==> src/rtl/sw_alloc.sv <==
// sw_alloc: switch allocator for a 5-port router. Each output port runs an
// IDLE/BUSY FSM with a round-robin pointer and grants itself to one input
// for the duration of a packet (head to tail).
// Optional build macro SWALLOC_TIMEOUT_EN: forced release of an output whose
// owner has stopped requesting for TOUT consecutive cycles.
module sw_alloc #(
  parameter int ROUTERID = 0,
  parameter int TOUT     = 16
) (
  input  logic       clk,
  input  logic       rst_,
  input  logic       req_0,
  input  logic       req_1,
  input  logic       req_2,
  input  logic       req_3,
  input  logic       req_4,
  input  logic [2:0] port_0,
  input  logic [2:0] port_1,
  input  logic [2:0] port_2,
  input  logic [2:0] port_3,
  input  logic [2:0] port_4,
  input  logic       tail_0,
  input  logic       tail_1,
  input  logic       tail_2,
  input  logic       tail_3,
  input  logic       tail_4,
  input  logic       ordy_0,
  input  logic       ordy_1,
  input  logic       ordy_2,
  input  logic       ordy_3,
  input  logic       ordy_4,
  output logic [4:0] grt_0,
  output logic [4:0] grt_1,
  output logic [4:0] grt_2,
  output logic [4:0] grt_3,
  output logic [4:0] grt_4,
  output logic [4:0] busy
);

  typedef enum logic {IDLE, BUSY} state_t;

  state_t     state    [5];
  state_t     state_nx [5];
  logic [2:0] owner    [5];
  logic [2:0] owner_nx [5];
  logic [2:0] rr       [5];
  logic [2:0] rr_nx    [5];
`ifdef SWALLOC_TIMEOUT_EN
  logic [7:0] cnt      [5];
  logic [7:0] cnt_nx   [5];
`endif

  logic [4:0] req;
  logic [4:0] tail;
  logic [4:0] ordy;
  logic [2:0] port [5];
  logic [4:0] held;
  logic [4:0] cand [5];
  logic [4:0] grt  [5];

  assign req  = {req_4, req_3, req_2, req_1, req_0};
  assign tail = {tail_4, tail_3, tail_2, tail_1, tail_0};
  assign ordy = {ordy_4, ordy_3, ordy_2, ordy_1, ordy_0};
  assign port[0] = port_0;
  assign port[1] = port_1;
  assign port[2] = port_2;
  assign port[3] = port_3;
  assign port[4] = port_4;

  assign grt_0 = grt[0];
  assign grt_1 = grt[1];
  assign grt_2 = grt[2];
  assign grt_3 = grt[3];
  assign grt_4 = grt[4];

  // Grants/busy decoded from registered state; candidate vectors per output.
  // An input already owning an output is not a candidate elsewhere, which
  // keeps every grt_i one-hot even if it re-targets mid-packet.
  always_comb begin
    busy = '0;
    held = '0;
    for (int unsigned i = 0; i < 5; i++) begin
      grt[i] = '0;
      for (int unsigned k = 0; k < 5; k++)
        grt[i][k] = (state[k] == BUSY) && (owner[k] == 3'(i));
      held[i] = |grt[i];
    end
    for (int unsigned k = 0; k < 5; k++) begin
      busy[k] = (state[k] == BUSY);
      cand[k] = '0;
      for (int unsigned i = 0; i < 5; i++)
        cand[k][i] = req[i] && (port[i] == 3'(k)) && ordy[k] && !held[i];
    end
  end

  // Per-output next state: round-robin arbitration in IDLE, release in BUSY.
  always_comb begin
    for (int unsigned k = 0; k < 5; k++) begin
      logic found;
      logic rel;
      int unsigned idx;
      found       = 1'b0;
      rel         = 1'b0;
      idx         = 0;
      state_nx[k] = state[k];
      owner_nx[k] = owner[k];
      rr_nx[k]    = rr[k];
`ifdef SWALLOC_TIMEOUT_EN
      cnt_nx[k]   = cnt[k];
`endif
      case (state[k])
        IDLE: begin
          for (int unsigned off = 0; off < 5; off++) begin
            idx = (32'(rr[k]) + off) % 5;
            if (!found && cand[k][idx]) begin
              found       = 1'b1;
              state_nx[k] = BUSY;
              owner_nx[k] = idx[2:0];
            end
          end
`ifdef SWALLOC_TIMEOUT_EN
          cnt_nx[k] = '0;
`endif
        end
        BUSY: begin
          rel = req[owner[k]] && tail[owner[k]];
`ifdef SWALLOC_TIMEOUT_EN
          if (req[owner[k]])
            cnt_nx[k] = '0;
          else if (cnt[k] != 8'hFF)
            cnt_nx[k] = cnt[k] + 8'd1;
          if (cnt[k] == 8'(TOUT))
            rel = 1'b1;
`endif
          if (rel) begin
            state_nx[k] = IDLE;
            rr_nx[k]    = (owner[k] == 3'd4) ? 3'd0 : owner[k] + 3'd1;
`ifdef SWALLOC_TIMEOUT_EN
            cnt_nx[k]   = '0;
`endif
          end
        end
        default: state_nx[k] = IDLE;
      endcase
    end
  end

  // State registers; asynchronous reset drops every grant at once.
  always_ff @(posedge clk or negedge rst_) begin
    if (!rst_) begin
      for (int unsigned k = 0; k < 5; k++) begin
        state[k] <= IDLE;
        owner[k] <= '0;
        rr[k]    <= '0;
`ifdef SWALLOC_TIMEOUT_EN
        cnt[k]   <= '0;
`endif
      end
    end else begin
      for (int unsigned k = 0; k < 5; k++) begin
        state[k] <= state_nx[k];
        owner[k] <= owner_nx[k];
        rr[k]    <= rr_nx[k];
`ifdef SWALLOC_TIMEOUT_EN
        cnt[k]   <= cnt_nx[k];
`endif
      end
    end
  end

endmodule

==> config.mk <==
export PLATFORM = sky130hd
export DESIGN_NAME = sw_alloc
export DESIGN_NICKNAME = d
export VERILOG_FILES = /design/src/rtl/sw_alloc.sv
export SDC_FILE = /design/constraint.sdc
export NUM_CORES = 1
export LEC_CHECK = 0
export BUFFER_PORTS_ARGS = -buffer_cell sky130_fd_sc_hd__buf_2
export CORE_ASPECT_RATIO = 1.2
export CORE_MARGIN = 2
export CORE_UTILIZATION = 25
export DETAILED_ROUTE_END_ITERATION = 8
export GPL_TIMING_DRIVEN = 0
export MAX_ROUTING_LAYER = met4
export SLEW_MARGIN = 40
export SYNTH_ARGS = -nofsm -noshare
export SYNTH_HDL_FRONTEND = slang
export SYNTH_SLANG_ARGS = --single-unit
==> constraint.sdc <==
create_clock -name clk -period 5.2 [get_ports clk]
set_input_delay 0.26 -clock clk [delete_from_list [all_inputs] [get_ports clk]]
set_output_delay 0.26 -clock clk [all_outputs]
set_load 0.01 [all_outputs]
==> results.cfg <==
[floorplan]
die_y_um = 215
dieArea_um2 = 38500
pin_count = 62
rows = 77
die_w_um = 179
fp.coreArea_um2 = 36600
initial_core_util_pct = 25.2

[synth]
syn_avg_cell_area_um2 = 7.31
synth_compound_area_share_pct = 25.9
synthAdderAreaFrac_pct = 16.1
synth_warnings = 0
ys_seq_elements = 35
ys_seq_area_share_pct = 9.48
synth_top_family_by_area = simple AND/OR/NAND/NOR gates
async_reset_ff_share_pct = 100
yosys.area_share.simple_pct = 27.9
synth-main-ff-cell = dfrtp_1
synth_xor_area_share_pct = 4.35
synthDistinctLibCells = 92
syn_inst = 1263
synth-edff-count = 0
synthesis.nets = 1413
post_synth_instance_area_um2 = 9240
synthMuxAreaShare_pct = 10.1

[place]
post-place-ws_ns = -0.585
port_buffers = 61
place_congestion = 0.926
dpl_cell_area_um2 = 10200
post-dp-hpwl_um = 25000

[worst_setup_path]
crit_type = register to register
path_max_fanout = 11
crit_buf_inv = 6
r2r_start = rr[3]
required_ns = 5.40
critPathTopFamily = simple AND/OR/NAND/NOR gates
startpoint_type = register
cpMostUsedCell = ha_1
crit_chain = buf_2 > inv_4 > ha_1 > clkbuf_2 > inv_1 > ha_1 > inv_1 > ha_1 > nand2b_1 > a21oi_1 > o22ai_1 > or2_1 > o32ai_1 > nor4_2 > mux2i_4 > or3_1 > buf_2 > o211a_1 > or3_1 > a31oi_1
critPathLaunch = rr[3]
crit_slowest_cell = nor4_2
cp.arrival_ns = 5.15
critPathMaxStageDelay_ns = 0.58
endpoint_kind = register

[layout]
area_delta_synth_final_pct = 13.2
drive_above_1_share_pct = 12.1
multi_input_area_um2 = 7900
final_cell_mix = ha_1 (117), nor2_1 (114), nand2_1 (88)
final_area_um2 = 10500
seqCellArea_um2 = 877
n_fill_cell = 4026
final_common_cell = ha_1
nNetsFinal = 1487

[sta]
worstMarginPinSlew_ns = 0.954
post-route-period-util_pct = 95.0
max_freq_mhz = 202
hold_ws_ns = 0.491
finalHoldViolCount = 0
finalSetupViolCount = 0
timing.final.crit_period_ns = 4.94
worst_slack_ns = 0.259
fin_skew_ns = 0.00456
slew_headroom_pct = 35.8
slew_viol_final = 0

[clocking]
numCtsBuffers = 5
cts_sinks = 35
cts_root_buf = clkbuf_16
cts_tree = yes
insertion_delay_ns = 0.28
clk_pin_slew_ns = 0.06
clk_path_buf_depth = 2
htreeDepth = 2

[route]
routed_wl_um = 30800
drc_errors = 0
detail-route-antenna-nets = 0
routed-via-count = 9815
first_iter_violations = 779
via_per_inst = 5.41
dr.pass1.iters = 6
wire_per_inst_um = 16.9

[hold_path]
hold_path_class = input pin to asynchronous set/reset pin

[global_routing]
antenna_found_initial = 3
gr-total-overflow = 0
grtUsageTotal_pct = 15.9
grt_max_degree = 36
grt_pass1_vias = 9465
grt_pass1_wl_um = 49600

[run]
drv_cap = 0

[outcome]
status = finished, final reports clean
-- stage by stage --
step | instances | TNS (ns) | utilization [%]
2_1_floorplan | 1263 | 0 | -
3_3_place_gp | 1798 | -3.12 | 27.7
3_5_place_dp | 1798 | -3.19 | 27.8
4_1_cts | 1807 | 0 | 28.3
5_1_grt | 1815 | -0.0145 | 28.5
6_report | 1815 | 0 | 28.5
-- worst reg2reg max path, stage by stage, from the launching register on --
cell,delay [ns]
dfrtp_1,0.44
buf_2,0.29
inv_4,0.12
ha_1,0.37
clkbuf_2,0.20
inv_1,0.24
ha_1,0.20
inv_1,0.04
ha_1,0.25
nand2b_1,0.09
a21oi_1,0.08
o22ai_1,0.28
or2_1,0.17
o32ai_1,0.09
nor4_2,0.58
mux2i_4,0.22
or3_1,0.40
buf_2,0.16
o211a_1,0.13
or3_1,0.37
a31oi_1,0.16
-- final timing paths --
kind	to	slack [ns]	cells after the start
setup / recovery	owner[4]	0.26	20
hold / removal	rr[12]	0.49	2
setup reg to reg	owner[4]	0.26	20
hold reg to reg	owner[1]	0.67	2
max in group asynchronous	rr[4]	4.32	2
min in group clk	owner[1]	0.67	2
-- cells in the mapped netlist, types with 10 or more instances --
master    instances  area [µm²]
ha_1            117        1460
nor2_1          114         428
nand2_1          88         330
inv_1            86         323
a21oi_1          79         395
o21ai_0          64         320
mux2i_1          63         631
nor3_1           43         215
xnor2_1          42         368
nand3_1          41         205
dfrtp_1          35         876
clkbuf_1         33         124
nand2b_1         29         181
a21o_1           23         173
nor2b_1          23         144
o22ai_1          23         144
o211ai_1         22         165
and2_1           19         119
mux2_2           19         214
a211oi_1         18         135
nand3b_1         17         128
a31oi_1          13        81.3
nor4_1           11        68.8
buf_2            10        50.1
nand4_1          10        62.6
o21a_1           10        75.1
or3_1            10        62.6
-- what timing repair did --
action / 4_1_cts / 5_1_grt
cloned: 0 / 0
setup endpoints to repair: 10 / 12
pin swaps: 0 / 2
setup buffers: 0 / 5
resized for setup: 11 / 13
hold buffers: 1 / 0
hold endpoints to repair: 35 / 0
-- layer usage --
layer  routed length [µm]  part of all wire [%]  track usage [%]
met5                    0                     0                -
met4                  579                   1.9             3.55
met3                 1520                   4.9             2.14
met2                15100                    49             27.4
met1                13500                    44             19.6
-- cell type report --
class,count,area share (%)
antenna,3,0.0718
buffer,48,2.16
clock buffer,7,1.27
clock inverter,1,0.0479
inverter,92,3.39
multi-input combinational,1088,75.6
sequential,35,8.39
tap,474,5.68
timing repair buffer,67,3.40
-- flip-flops by register name (all words and copies together) (netlist names) --
register and count:
owner 15, busy 5, rr 15
-- logic make-up after synthesis --
logic type,Yosys count
AND/OR/NAND/NOR,478
AO/OA/AOI/OAI,360
buffers and inverters,140
adder cells (fa/ha/maj),118
multiplexers,87
XOR/XNOR,45
flip-flops,35
Power is not shown: default switching activity piles up to over one toggle a cycle in this logic, so the estimate is an artifact.
